--- src/rtl/uart_tx_arbiter.sv ---
// Round-robin arbiter that lets four requesters share one UART transmitter.
// Each grant hands one byte to the transmitter, then waits for the frame to finish before the next grant.
module uart_tx_arbiter #(
  parameter int unsigned NREQ    = 4,
  parameter int unsigned TIMEOUT = 16
) (
  input  logic              clk,
  input  logic              rst,
  input  logic [NREQ-1:0]   req,
  input  logic [8*NREQ-1:0] req_data,
  output logic [NREQ-1:0]   ack,
  output logic              tx_start,
  output logic [7:0]        tx_data,
  input  logic              tx_busy,
  output logic [1:0]        grant_id,
  output logic              active,
  output logic              err_timeout
);

  localparam int unsigned CW = $clog2(TIMEOUT + 1);

  typedef enum logic [1:0] {
    IDLE      = 2'd0,
    WAIT_BUSY = 2'd1,
    WAIT_DONE = 2'd2
  } state_t;

  state_t          state, state_n;
  logic [1:0]      last_grant, last_grant_n;
  logic [CW-1:0]   cnt, cnt_n, cnt_inc;
  logic [NREQ-1:0] ack_n;
  logic            tx_start_n;
  logic [7:0]      tx_data_n;
  logic [1:0]      grant_id_n;
  logic            active_n;
  logic            err_n;
  logic [1:0]      win;
  logic [1:0]      idx;
  logic            found;

  // Round-robin pick: first set request at or after last_grant+1, wrapping.
  always_comb begin
    win   = last_grant;
    found = 1'b0;
    idx   = '0;
    for (int unsigned i = 1; i <= NREQ; i++) begin
      idx = last_grant + 2'(i);
      if (!found && req[idx]) begin
        win   = idx;
        found = 1'b1;
      end
    end
  end

  assign cnt_inc = (cnt == CW'(TIMEOUT)) ? cnt : cnt + CW'(1);

  // Next-state and next-output logic.
  always_comb begin
    state_n      = state;
    last_grant_n = last_grant;
    cnt_n        = cnt;
    ack_n        = '0;
    tx_start_n   = 1'b0;
    tx_data_n    = tx_data;
    grant_id_n   = grant_id;
    err_n        = err_timeout;

    case (state)
      IDLE: begin
        if (found && !tx_busy) begin
          state_n      = WAIT_BUSY;
          ack_n[win]   = 1'b1;
          tx_start_n   = 1'b1;
          tx_data_n    = req_data[{win, 3'b000} +: 8];
          grant_id_n   = win;
          last_grant_n = win;
          cnt_n        = '0;
        end
      end
      WAIT_BUSY: begin
        if (tx_busy) begin
          state_n = WAIT_DONE;
        end else begin
          cnt_n = cnt_inc;
          // Transmitter never picked up the byte: flag it and drop the byte.
          if (cnt_inc == CW'(TIMEOUT)) begin
            err_n   = 1'b1;
            state_n = IDLE;
          end
        end
      end
      WAIT_DONE: begin
        if (!tx_busy) state_n = IDLE;
      end
      default: state_n = IDLE;
    endcase

    active_n = (state_n != IDLE);
  end

  always_ff @(posedge clk) begin
    if (rst) begin
      state       <= IDLE;
      last_grant  <= 2'd3;
      cnt         <= '0;
      ack         <= '0;
      tx_start    <= 1'b0;
      tx_data     <= 8'h00;
      grant_id    <= 2'd0;
      active      <= 1'b0;
      err_timeout <= 1'b0;
    end else begin
      state       <= state_n;
      last_grant  <= last_grant_n;
      cnt         <= cnt_n;
      ack         <= ack_n;
      tx_start    <= tx_start_n;
      tx_data     <= tx_data_n;
      grant_id    <= grant_id_n;
      active      <= active_n;
      err_timeout <= err_n;
    end
  end

endmodule

--- config.mk ---
export PLATFORM = sky130hd
export DESIGN_NAME = uart_tx_arbiter
export DESIGN_NICKNAME = d
export VERILOG_FILES = /design/src/rtl/uart_tx_arbiter.sv
export SDC_FILE = /design/constraint.sdc
export NUM_CORES = 1
export LEC_CHECK = 0
export CAP_MARGIN = 25
export CORE_MARGIN = 3
export CORE_UTILIZATION = 60
export DETAILED_ROUTE_END_ITERATION = 7
export DONT_BUFFER_PORTS = 1
export PLACE_DENSITY = 0.83
export SLEW_MARGIN = 20
export SYNTH_ARGS = -nofsm -noshare
export SYNTH_HDL_FRONTEND = slang
export SYNTH_SLANG_ARGS = --single-unit
--- constraint.sdc ---
create_clock -name clk -period 2.2 [get_ports clk]
set_input_delay 0.22 -clock clk [delete_from_list [all_inputs] [get_ports clk]]
set_output_delay 0.22 -clock clk [all_outputs]
set_load 0.01 [all_outputs]
==> out/metrics.cfg, run 1 <==
[run_status]
outcome=completed

[clocking]
ctsResizeCount=0
cts_buffers=3
cts_tree=built
clkLatencyLatePin_ps=330
clock-root-buffer=clkbuf_4
cts_buffer_depth=2
clk_pin_slew_ps=140
clock-sinks=26
cts_max_level=1

[floorplan]
start_util_pct=64.2
die_area_sq_mm=0.00304
die_width_um=55.1
rows=17
io_pins=56
coreArea_sq_mm=0.00225
die_h_um=55.1

[routing]
postRouteAntennaNets=0
drc=0
via_count=1284
avgViaCountPerCell=6.79
drt_iter0_drc=54
wl_per_cell_um=17.4
first_pass_iters=4
drt-total-wl_um=3290

[critical_path]
cp_num_buf_inv=1
crit_path_start_kind=flip-flop
path_depth=7
critPathKind=flip-flop to flip-flop
critPathTopFamily=compound AO/OA/AOI/OAI gates
cp_slowest_stage_delay_ps=490
critical_path.cell_chain=inv_1, ha_1, nand3b_1, nor3b_1, a21oi_1, a2111oi_2, a21boi_0
ff2ff_path_depth=7
crit_required_ps=2410
cp_slowest_cell=dfxtp_1
arrival_ps=2100
worst-path-max-fanout=7
critPathCaptureType=flip-flop

[logic_synthesis]
synth_cells=164
synth_top_family_by_area=compound AO/OA/AOI/OAI gates
synth_compound_area_share_pct=29.3
post_synth_fa_ha_maj_area_fraction_pct=1.73
synth_seq_cells=26
yosysWarningCount=0
ys_types=43
syn_nets=205
synthSimpleGateAreaFrac_pct=26.6
synth.avg_cell_area_sq_um=8.82
synth_mux_area_share_pct=0.692
synth_area_sq_mm=0.00145
synthXorXnorAreaFrac_pct=0.606
ys_seq_area_share_pct=36.0

[place]
hpwlAfterDp_um=2420
gp_congestion=0.874
io_buffers=0

[finish]
register_area_sq_um=520
fillers=203
antenna_cells=0
multi_input_area_sq_um=853
fin_nets=203
final_layout_size_suffix_gt1_share_pct=13.7
syn_to_final_growth_pct=3.29

[grt]
grtUsageTotal_pct=22.7
grt_pass1_wl_um=5000
grt_pass1_vias=1129
gr-total-overflow=0
antenna_found_initial=0
grt_max_degree=20

[power]
p_total_mw=1.08
p_per_area_mw_per_mm2=721
peakVddDrop_mv=0.435
p_leak_nw=0.565

[timing]
post-route-min-period_ps=1890
grt_setup_unrepaired=false
finalCritPeriodShare_pct=86.0
setup_viol=0
finalMaxSlewViolations=0
tightest_slew_ps=591
max_freq_ghz=0.529
finalHoldViolCount=0
timing.setup.tns_ps=0
slew-limit-headroom_pct=60.5
skew_ps=8.56

[min_path]
hold_class=input pin to flip-flop
hold_depth=1

[run]
cap_violations=0

-- registers in the layout (all words and copies together) (netlist names) --
name         flops
state            2
ack              4
cnt              5
grant_id         2
active           1
tx_data          8
last_grant       2
err_timeout      1
tx_start         1
-- per-layer routing --
metal  global-route usage (%)  share of wire (%)  wire length, um
met3                     4.83                7.9              261
met5                        0                  0                0
met4                     9.72                1.6               53
met2                     38.0                 50             1640
met1                     27.9                 41             1340
-- kinds of logic (layout without fill, tap and decap cells) --
family                   Yosys count  count (layout)
XOR/XNOR                           1               1
buffers and inverters             14              11
adder cells (fa/ha/maj)            2               2
flip-flops                        26              26
multiplexers                       1               1
AO/OA/AOI/OAI                     51              51
AND/OR/NAND/NOR                   69              69
-- through the flow --
| stage | worst slack (ps) | cells | area [sq um] | util (%) | hold slack [ps] |
|---|---|---|---|---|---|
| 5_1_grt | 142 | 189 | 1490 | 66.3 | 56.9 |
| 4_1_cts | 312 | 189 | 1490 | 66.3 | 60.6 |
| 6_report | 309 | 189 | 1490 | 66.3 | 67.1 |
| 3_5_place_dp | 342 | 184 | 1430 | 63.5 | 292 |
| 3_3_place_gp | 451 | 184 | 1430 | 63.5 | 291 |
| 2_1_floorplan | 553 | 164 | 1450 | - | 392 |
-- cells in the final DEF (no fill, tap or decap), types with 6 or more instances in the layout --
| cell | count |
|---|---|
| nor2_1 | 12 |
| dfxtp_1 | 26 |
| a21oi_1 | 10 |
| a211oi_1 | 12 |
| and3_1 | 17 |
| nor3_1 | 6 |
| nand3_1 | 11 |
-- worst reg2reg max path: stages, from the launching register on --
cell and delay [ps]:
dfxtp_1 490, inv_1 80, ha_1 200, nand3b_1 100, nor3b_1 210, a21oi_1 80, a2111oi_2 470, a21boi_0 160
-- final timing paths --
kind | from | end | slack (ps)
worst min-delay path | tx_busy | state[1] | 70
worst max-delay path | cnt[0] | state[0] | 310
worst min register to register | grant_id[1] | grant_id[1] | 520
worst max register to register | cnt[0] | state[0] | 310
-- power breakdown --
part	leakage [nW]	switching (mW)	total, mW	internal, mW
clock network	0.0279	0.148	0.333	0.184
logic	0.325	0.121	0.201	0.0800
registers	0.213	0.0399	0.543	0.503
total	0.565	0.309	1.08	0.768
-- timing repair --
action / CTS / global route
hold endpoints to repair: 8 / 0
endpoints found under the setup margin: 0 / 0
hold buffers: 1 / 0
buffers inserted: 0 / 0
-- layout make-up --
| type | count | share of cell area, % |
|---|---|---|
| clock buffers | 3 | 1.51 |
| clock inverters | 1 | 2.01 |
| inverters | 6 | 1.51 |
| multi-input cells | 124 | 57.1 |
| flip-flops and latches | 26 | 34.8 |
| well taps | 28 | 2.35 |
| repair buffers | 1 | 0.670 |
-- cells in the mapped netlist --
cell	n	share of area, %
dfxtp_1	26	36
and3_1	17	7.4
a211oi_1	12	6.2
nor2_1	12	3.1
nand3_1	11	3.8
a21oi_1	10	3.5
nor3_1	6	2.1
a211oi_2	5	4.3
inv_1	5	1.3
nand2_1	5	1.3
o21ai_0	5	1.7
o31ai_1	5	2.6
buf_2	4	1.4
and2_1	3	1.3
nand2b_1	3	1.3
o31ai_2	3	2.6
buf_6	2	1.6
clkbuf_1	2	0.52
ha_1	2	1.7
nand3b_1	2	1.0
or3_1	2	0.86
a2111oi_0	1	0.61
a2111oi_2	1	1.0
a21boi_0	1	0.52
a21o_2	1	0.61
a221o_2	1	0.78
a221oi_4	1	1.8
a22o_1	1	0.61
inv_2	1	0.26
mux2i_1	1	0.69
nand2_2	1	0.43
nor3b_1	1	0.52
nor4_1	1	0.43
nor4_2	1	0.86
o211ai_2	1	0.86
o21ai_1	1	0.35
o21ai_2	1	0.61
o41ai_1	1	0.61
or2_0	1	0.43
or2b_1	1	0.52
or3_4	1	0.78
or4_1	1	0.52
xor2_1	1	0.61
No activity file was read; power rests on OpenSTA's default activity.
==> run 2, diff against run 1 <==
Settings changed: PLACE_DENSITY 0.83 to 0.84.
==> out/metrics.cfg, run 2 (synthesis results as in run 1) <==
[clocking]
post_cts_buffers=0  ; unchanged
cts_hold_buf=1  ; unchanged
cts_buffer_depth=2  ; unchanged
cts_tree=built
clk_pin_slew_ps=140  ; about the same
ctsResizeCount=0  ; unchanged
cts_max_level=1  ; unchanged
clock-sinks=26  ; unchanged
cts_buffers=3  ; unchanged
clock-root-buffer=clkbuf_4
clkLatencyLatePin_ps=320  ; about the same

[place]
dpl_cell_area_sq_mm=0.00144  ; +0.52%
dpl_worst_slack_ps=351  ; +9.18 ps
io_buffers=0  ; unchanged
hpwlAfterDp_um=2430  ; +0.31%
dp_cells=185  ; +0.54%
gp_congestion=0.913  ; +4.5%

[power]
sequentialPowerShare_pct=50.3  ; about the same
p_total_mw=1.08  ; +0.20%
p_leak_nw=0.570  ; +0.89%
clockPowerShare_pct=30.5  ; -0.4 points
netSwitchingFraction_pct=28.7  ; -0.030 points
p_sw_mw=0.309  ; about the same
p_int_mw=0.770  ; +0.24%
p_per_area_mw_per_mm2=719  ; -0.30%
combPwrFrac_pct=19.1  ; +0.4 points
peakVddDrop_mv=0.486  ; +12%

[critical_path]
cp_slowest_cell=dfxtp_1
ff2ff_path_depth=7  ; unchanged
crit_required_ps=2410  ; about the same
r2r_slack_ps=300  ; about the same
crit_path_start=cnt[0]
endpoint=state[0]
cp_num_buf_inv=1  ; unchanged
path_depth=7  ; unchanged
rr_startpoint=cnt[0]
worst-path-max-fanout=7  ; unchanged
critPathTopFamily=compound AO/OA/AOI/OAI gates
regToRegEndpoint=state[0]
crit_path_start_kind=flip-flop
critPathCaptureType=flip-flop
arrival_ps=2110  ; about the same
cp_slowest_stage_delay_ps=490  ; about the same
critPathKind=flip-flop to flip-flop
critical_path.cell_chain=inv_1, ha_1, nand3b_1, nor3b_1, a21oi_1, a2111oi_2, a21boi_0

[timing]
post-route-min-period_ps=1900  ; +7.10 ps
setup_viol=0  ; unchanged
hold_slack_ps=70.8  ; +3.73 ps
slew-limit-headroom_pct=58.8  ; -1.7 points
timing.setup.tns_ps=0  ; unchanged
finalCritPeriodShare_pct=86.3  ; +0.32 points
skew_ps=5.72  ; -2.85 ps
grt_setup_unrepaired=false
max_freq_ghz=0.527  ; -0.37%
finalMaxSlewViolations=0  ; unchanged
tightest_slew_ps=616  ; +25.0 ps
finalHoldViolCount=0  ; unchanged
layout_setup_ws_ps=301  ; -7.10 ps

[floorplan]
die_width_um=55.1  ; unchanged
die_h_um=55.1  ; unchanged
start_util_pct=64.2  ; unchanged
die_area_sq_mm=0.00304  ; unchanged
coreArea_sq_mm=0.00225  ; unchanged
io_pins=56  ; unchanged
rows=17  ; unchanged

[routing]
avgViaCountPerCell=6.80  ; about the same
wl_per_cell_um=18.0  ; +3.4%
first_pass_iters=4  ; unchanged
via_count=1292  ; +0.62%
drt-total-wl_um=3420  ; +4.0%
postRouteAntennaNets=0  ; unchanged
drc=0  ; unchanged
drt_iter0_drc=43  ; -20%

[min_path]
hold_depth=1  ; unchanged
hold_class=input pin to flip-flop

[finish]
multi_input_area_sq_um=853  ; unchanged
design_area_sq_mm=0.00150  ; +0.50%
instances_no_fill=190  ; +0.53%
register_area_sq_um=520  ; unchanged
final_layout_size_suffix_gt1_share_pct=14.2  ; +0.53 points
largest_register=tx_data
fillers=214  ; +5.4%
fin_nets=204  ; +0.49%
layout_commonest_cell=dfxtp_1
mostFrequentLayoutCells=dfxtp_1 (26), and3_1 (17), nor2_1 (12), a211oi_1 (12), nand3_1 (11)
antenna_cells=0  ; unchanged
largest_reg_flops=8  ; unchanged
reg_top3=tx_data: 8 flops, cnt: 5 flops, ack: 4 flops
syn_to_final_growth_pct=3.81
utilization_pct=66.6  ; +0.33 points

[grt]
grt_max_degree=20  ; unchanged
gr-total-overflow=0  ; unchanged
grt_pass1_wl_um=4970  ; -0.68%
grtUsageTotal_pct=22.5  ; -0.19 points
antenna_found_initial=0  ; unchanged
grt_pass1_vias=1126  ; -0.27%

[run_status]
outcome=completed

[run]
cap_violations=0  ; unchanged

## run 2: power groups by stage
stage               Clock (mW)  Combinational, mW  Sequential, mW
floorplan                    0              0.183           0.546
global placement             0              0.193           0.553
detailed placement           0              0.202           0.554
CTS                      0.337              0.206           0.544
global route             0.356              0.229           0.548
finish                   0.329              0.207           0.543
## run 2: worst min path at each step
stage                             end  startpoint
final                        state[1]     tx_busy
after global routing         state[1]     tx_busy
after CTS                    state[1]     tx_busy
after detailed placement       cnt[1]         rst
after global placement    grant_id[1]         rst
after floorplan              state[1]     tx_busy
## run 2: layout make-up
cell class,instances,area share [%]
multi-input combinational,124,56.8
sequential,26,34.7
tap,28,2.33
clock inverter,1,2.00
clock buffer,3,1.50
inverter,6,1.50
timing repair buffer,2,1.17
## run 2: layer usage
layer | vias to the layer above | track usage (%) | share of wire [%]
li1 | 616 | - | -
met1 | 610 | 28.0 | 41
met2 | 58 | 38.0 | 51
met3 | 8 | 4.83 | 6.7
met4 | 0 | 8.10 | 1.7
met5 | - | 0 | 0
